## src/rtl/period_meter_pkg.sv

```systemverilog
// Shared types for the period meter: FSM state encoding and a state classifier.
package period_meter_pkg;

    localparam int unsigned DEF_CNT_SIZE    = 16;
    localparam int unsigned DEF_SYNC_STAGES = 2;

    typedef enum logic [1:0] {
        ST_IDLE    = 2'd0,
        ST_ARM     = 2'd1,
        ST_MEASURE = 2'd2,
        ST_HOLD    = 2'd3
    } state_e;

    function automatic logic is_busy(input state_e s);
        return (s == ST_ARM) || (s == ST_MEASURE);
    endfunction

endpackage

```

## src/rtl/period_meter_sync_edge.sv

```systemverilog
// Multi-stage synchronizer with edge detection; reset value is a parameter so a
// line that is already high at reset release produces no rise.
module sync_edge #(
    parameter int unsigned pStages = 2,
    parameter logic        pRstVal = 1'b1
) (
    input  logic iClk,
    input  logic iRst,
    input  logic iSig,
    output logic oRise_c,
    output logic oFall_c
);

    logic [pStages-1:0] sync_q;
    logic               prev_q;
    logic               level;

    always_ff @(posedge iClk) begin
        if (iRst) begin
            sync_q <= {pStages{pRstVal}};
            prev_q <= pRstVal;
        end else begin
            sync_q <= {sync_q[pStages-2:0], iSig};
            prev_q <= sync_q[pStages-1];
        end
    end

    assign level   = sync_q[pStages-1];
    assign oRise_c = level & ~prev_q;
    assign oFall_c = ~level & prev_q;

endmodule

```

## src/rtl/period_meter.sv

```systemverilog
// Period / high-time meter for one asynchronous input, results delivered over
// a valid/ready handshake. One measurement per arm; the closing rise never opens the next one.
module period_meter
    import period_meter_pkg::*;
#(
    parameter int unsigned pCntSize    = DEF_CNT_SIZE,
    parameter int unsigned pSyncStages = DEF_SYNC_STAGES
) (
    input  logic                iClk,
    input  logic                iRst,
    input  logic                iSig,
    input  logic                iEnable,
    output logic                oValid,
    input  logic                iReady,
    output logic [pCntSize-1:0] oPeriod,
    output logic [pCntSize-1:0] oHigh,
    output logic                oOverflow,
    output logic                oBusy
);

    localparam logic [pCntSize-1:0] CNT_MAX = '1;

    logic rise_c;
    logic fall_c;

    state_e              state_q,     state_d;
    logic [pCntSize-1:0] cnt_q,       cnt_d;
    logic [pCntSize-1:0] high_q,      high_d;
    logic                high_seen_q, high_seen_d;
    logic [pCntSize-1:0] period_q,    period_d;
    logic [pCntSize-1:0] high_out_q,  high_out_d;
    logic                ovf_q,       ovf_d;
    logic                valid_q,     valid_d;
    logic                busy_q,      busy_d;

    sync_edge #(
        .pStages (pSyncStages),
        .pRstVal (1'b1)
    ) u_sync_edge (
        .iClk    (iClk),
        .iRst    (iRst),
        .iSig    (iSig),
        .oRise_c (rise_c),
        .oFall_c (fall_c)
    );

    always_ff @(posedge iClk) begin
        if (iRst) begin
            state_q     <= ST_IDLE;
            cnt_q       <= '0;
            high_q      <= '0;
            high_seen_q <= 1'b0;
            period_q    <= '0;
            high_out_q  <= '0;
            ovf_q       <= 1'b0;
            valid_q     <= 1'b0;
            busy_q      <= 1'b0;
        end else begin
            state_q     <= state_d;
            cnt_q       <= cnt_d;
            high_q      <= high_d;
            high_seen_q <= high_seen_d;
            period_q    <= period_d;
            high_out_q  <= high_out_d;
            ovf_q       <= ovf_d;
            valid_q     <= valid_d;
            busy_q      <= busy_d;
        end
    end

    // Next-state and result capture; result registers only change on entry to HOLD.
    always_comb begin
        state_d     = state_q;
        cnt_d       = cnt_q;
        high_d      = high_q;
        high_seen_d = high_seen_q;
        period_d    = period_q;
        high_out_d  = high_out_q;
        ovf_d       = ovf_q;

        case (state_q)
            ST_IDLE: begin
                if (iEnable) state_d = ST_ARM;
            end
            ST_ARM: begin
                if (!iEnable) begin
                    state_d = ST_IDLE;
                end else if (rise_c) begin
                    cnt_d       = pCntSize'(1);
                    high_d      = '0;
                    high_seen_d = 1'b0;
                    state_d     = ST_MEASURE;
                end
            end
            ST_MEASURE: begin
                if (!iEnable) begin
                    state_d = ST_IDLE;
                end else begin
                    if (cnt_q != CNT_MAX) cnt_d = cnt_q + pCntSize'(1);
                    if (fall_c && !high_seen_q) begin
                        high_d      = cnt_q;
                        high_seen_d = 1'b1;
                    end
                    // A rise at MAX is still an exact result, so it wins over saturation.
                    if (rise_c) begin
                        period_d   = cnt_q;
                        high_out_d = high_q;
                        ovf_d      = 1'b0;
                        state_d    = ST_HOLD;
                    end else if (cnt_q == CNT_MAX) begin
                        period_d   = CNT_MAX;
                        high_out_d = (high_seen_q && !fall_c) ? high_q : CNT_MAX;
                        ovf_d      = 1'b1;
                        state_d    = ST_HOLD;
                    end
                end
            end
            ST_HOLD: begin
                if (iReady) state_d = iEnable ? ST_ARM : ST_IDLE;
            end
            default: state_d = ST_IDLE;
        endcase

        valid_d = (state_d == ST_HOLD);
        busy_d  = is_busy(state_d);
    end

    assign oValid    = valid_q;
    assign oPeriod   = period_q;
    assign oHigh     = high_out_q;
    assign oOverflow = ovf_q;
    assign oBusy     = busy_q;

endmodule
```

## config.mk

```make
export PLATFORM = sky130hd
export DESIGN_NAME = period_meter
export DESIGN_NICKNAME = d
export VERILOG_FILES = /design/src/rtl/period_meter_pkg.sv /design/src/rtl/period_meter_sync_edge.sv /design/src/rtl/period_meter.sv
export SDC_FILE = /design/constraint.sdc
export NUM_CORES = 1
export LEC_CHECK = 0
export ABC_CLOCK_PERIOD_IN_PS = 2500
export CORE_MARGIN = 3
export CORE_UTILIZATION = 45
export CTS_CLUSTER_SIZE = 25
export DETAILED_ROUTE_END_ITERATION = 6
export PLACE_DENSITY = 0.74
export REMOVE_ABC_BUFFERS = 1
export SLEW_MARGIN = 20
export SYNTH_ARGS = -nofsm -noshare
export SYNTH_HDL_FRONTEND = slang
export SYNTH_HIERARCHICAL = 1
export SYNTH_SLANG_ARGS = --single-unit
```

## constraint.sdc

```tcl
create_clock -name iClk -period 2.5 [get_ports iClk]
set_clock_uncertainty 0.05 [all_clocks]
set_input_delay 0.375 -clock iClk [delete_from_list [all_inputs] [get_ports iClk]]
set_output_delay 0.375 -clock iClk [all_outputs]
set_load 0.02 [all_outputs]
```

==> reports/qor.yml <==
intPower_mw: 1.94
cts-resized-gates: 0
yosys.area.top_type: "dfxtp_1"
synth_ff_type: "dfxtp_1"
tritoncts: "done"
r2r-end: "cnt_q[13]"
ys_warn_count: 6
drtIter0Drc: 160
fp.dieW_um: 85.5
pin_count: 40
r2r-start: "u_sync_edge/sync_q[1]"
critPathSlowestCell: "nor2b_1"
ff2ff_path_depth: 6
wire_per_inst_um: 15.6
end_kind: "flop"
leakage_nw: 1.26
clock_latency_ps: 350
ant_nets: 0
ys_types: 44
top_usage_layer: "met2"
cts_setup_buffers: 0
cts_hold_buffers: 0
hold_viol: 0
cp_max_fo: 8
final.min_clock_period_ps: 2150
num_vias: 2260
ys_seq_elements: 73
fin_crit_sh_pct: 85.9
power.density_mw_per_mm2: 667
place_ws_ps: 218
netlist_instances: 273
cp_num_buf_inv: 0
grt_antenna_before_repair: 0
crit_type: "flop to flop"
relSlewSlack_pct: 50.3
hold_class: "flop to flop"
rows: 28
gp_congestion: 0.852
yosys-top-cells-area: "dfxtp_1 51%, o221a_1 9.5%, nor2_1 4.2%, a22oi_1 4.0%, xnor2_1 3.7%"
crit_family: "simple AND/OR/NAND/NOR gates"
cp-start-kind: "flop"
fillers: 523
synth-edff-count: 0
hold-path-cell-count: 1
setup_viol: 0
antenna_cells: 0
clock.fmax_mhz: 466
htree_levels: 3
maxSlewViolCount: 0
max-vdd-ir-drop_v: 0.000484
cp.arrival_ps: 2330
syn2layout_area_growth_pct: 26.3
p_clk_share_pct: 49.3
grt_pass1_vias: 2203
ys_seq_area_share_pct: 51.3
min-delay-start: "u_sync_edge/sync_q[0]"
use_met2_pct: 28.2
power_switching_uw: 456
grt_max_degree: 36
grt_overflow: 0
grt_use_met1_pct: 25.0
path_clk_slew_ps: 70
post-dp-hpwl_um: 4150
slowest_delay_ps: 470
die_y_um: 85.5
cts-root-buf: "clkbuf_8"
most-common-layout-cells: "73 x dfxtp_1, 39 x clkdlybuf4s50_1, 32 x nor2_1"
worstMarginPinSlew_ps: 735
r2r_slack_ps: 350
cpMostUsedCell: "nor2_1"
switching_share_pct: 19.0
drive_above_1_share_pct: 13.8
fin_ws_ps: 353
final_common_cell: "dfxtp_1"
rsz0062_at_grt: "false"
holdPathEnd: "u_sync_edge/sync_q[1]"
place_inst: 379
drc: 0
fin_nets: 322
max_cap_violations: 0
met3_usage_pct: 4.03
vias_per_cell: 5.72
synth_top_area_share_pct: 51.3
pwr-share-seq_pct: 48.7
drt-total-wl_um: 6150
max-clock-path-buffers: 2
numCtsBuffers: 9
worstPathRequired_ps: 2680
tns_ps: 0
clock-sinks: 73
final_cells: 395
design.die.area_mm2: 0.00732
syn_avg_cell_area_um2: 10.4
path_cells: "nor2b_1, and4b_1, nor2_1, a2111oi_2, xnor2_1, nor2_1"
status: "finished, final reports clean"
first_pass_iters: 4
syn_area_mm2: 0.00285
initial_core_util_pct: 47.2
coreArea_mm2: 0.00603
grt_usage_pct: 18.4
ys_async_sr_fraction_pct: 0
power_frac_comb_pct: 2.0
port-buffer-count: 39
grt_pass1_wl_um: 10700
[state kept, by name, summed over array words and instances (netlist names)]
signal	count
oBusy	1
cnt_q	16
oHigh	16
oOverflow	1
oPeriod	16
u_sync_edge/sync_q	2
u_sync_edge/prev_q	1
oValid	1
high_q	16
high_seen_q	1
state_q	2
[per-stage QoR]
step / hold slack, ps / instance area [µm²] / utilization (%) / power [mW]
after CTS: 369 / 3580 / 59.5 / 2.42
final: 365 / 3590 / 59.7 / 2.40
after global routing: 388 / 3590 / 59.7 / 2.47
after global placement: 338 / 3330 / 55.2 / 1.24
after floorplan: 333 / 2740 / - / 1.22
after detailed placement: 343 / 3330 / 55.2 / 1.24
[cell type report]
| type | count | area, µm² | area share [%] |
|---|---|---|---|
| multi-input combinational | 173 | 1270 | 35.4 |
| clock buffer | 10 | 128 | 3.55 |
| inverter | 6 | 22.5 | 0.627 |
| timing repair buffer | 52 | 488 | 13.6 |
| tap | 75 | 93.8 | 2.61 |
| sequential | 73 | 1460 | 40.7 |
| clock inverter | 6 | 130 | 3.62 |
[worst max path at each step]
| stage | endpoint | cells after the start | startpoint |
|---|---|---|---|
| global placement | cnt_q[13] | 6 | iEnable |
| global route | cnt_q[13] | 6 | u_sync_edge/sync_q[1] |
| CTS | oBusy | 7 | cnt_q[0] |
| floorplan | oHigh[0] | 6 | cnt_q[0] |
| detailed placement | cnt_q[13] | 6 | iEnable |
| finish | cnt_q[13] | 6 | u_sync_edge/sync_q[1] |
[cells in the mapped netlist (2+ instances only)]
cell type / instances
nand2_1: 10
nand3_1: 6
and3b_1: 2
buf_4: 3
nand4_1: 3
ha_1: 2
a21oi_1: 11
o21ai_0: 3
nor4_1: 3
dfxtp_1: 73
nand2b_1: 2
clkbuf_1: 11
nor2b_1: 6
and2_1: 2
xnor2_1: 12
inv_1: 5
or2_1: 3
a21o_1: 2
o221a_2: 8
and4_1: 2
a22oi_1: 15
buf_2: 6
nor2_1: 32
o221a_1: 24
a211oi_1: 8
[cell families (layout without fill, tap and decap cells)]
logic type      count (synthesis)  in the layout  share of synthesized area (%)
xor+xnor                       12             12                           3.69
compound gates                 76             76                           23.7
flops                          73             73                           51.3
simple gates                   83             83                           15.9
fa+ha+maj                       2              2                          0.879
buf+inv                        27             74                           4.48
[metal layers]
| metal | part of all wire (%) | wire, µm |
|---|---|---|
| met4 | 1.4 | 87 |
| met1 | 46 | 2830 |
| met2 | 48 | 2930 |
| met5 | 0 | 0 |
| met3 | 4.9 | 300 |
[power groups by stage]
stage / clock network [mW] / registers, mW / logic (mW)
final: 1.18 / 1.17 / 0.0492
after global routing: 1.25 / 1.17 / 0.0547
after CTS: 1.20 / 1.17 / 0.0484
after detailed placement: 0 / 1.20 / 0.0481
after global placement: 0 / 1.19 / 0.0478
after floorplan: 0 / 1.20 / 0.0224
Note: power is estimated with default switching activity, not from simulation.
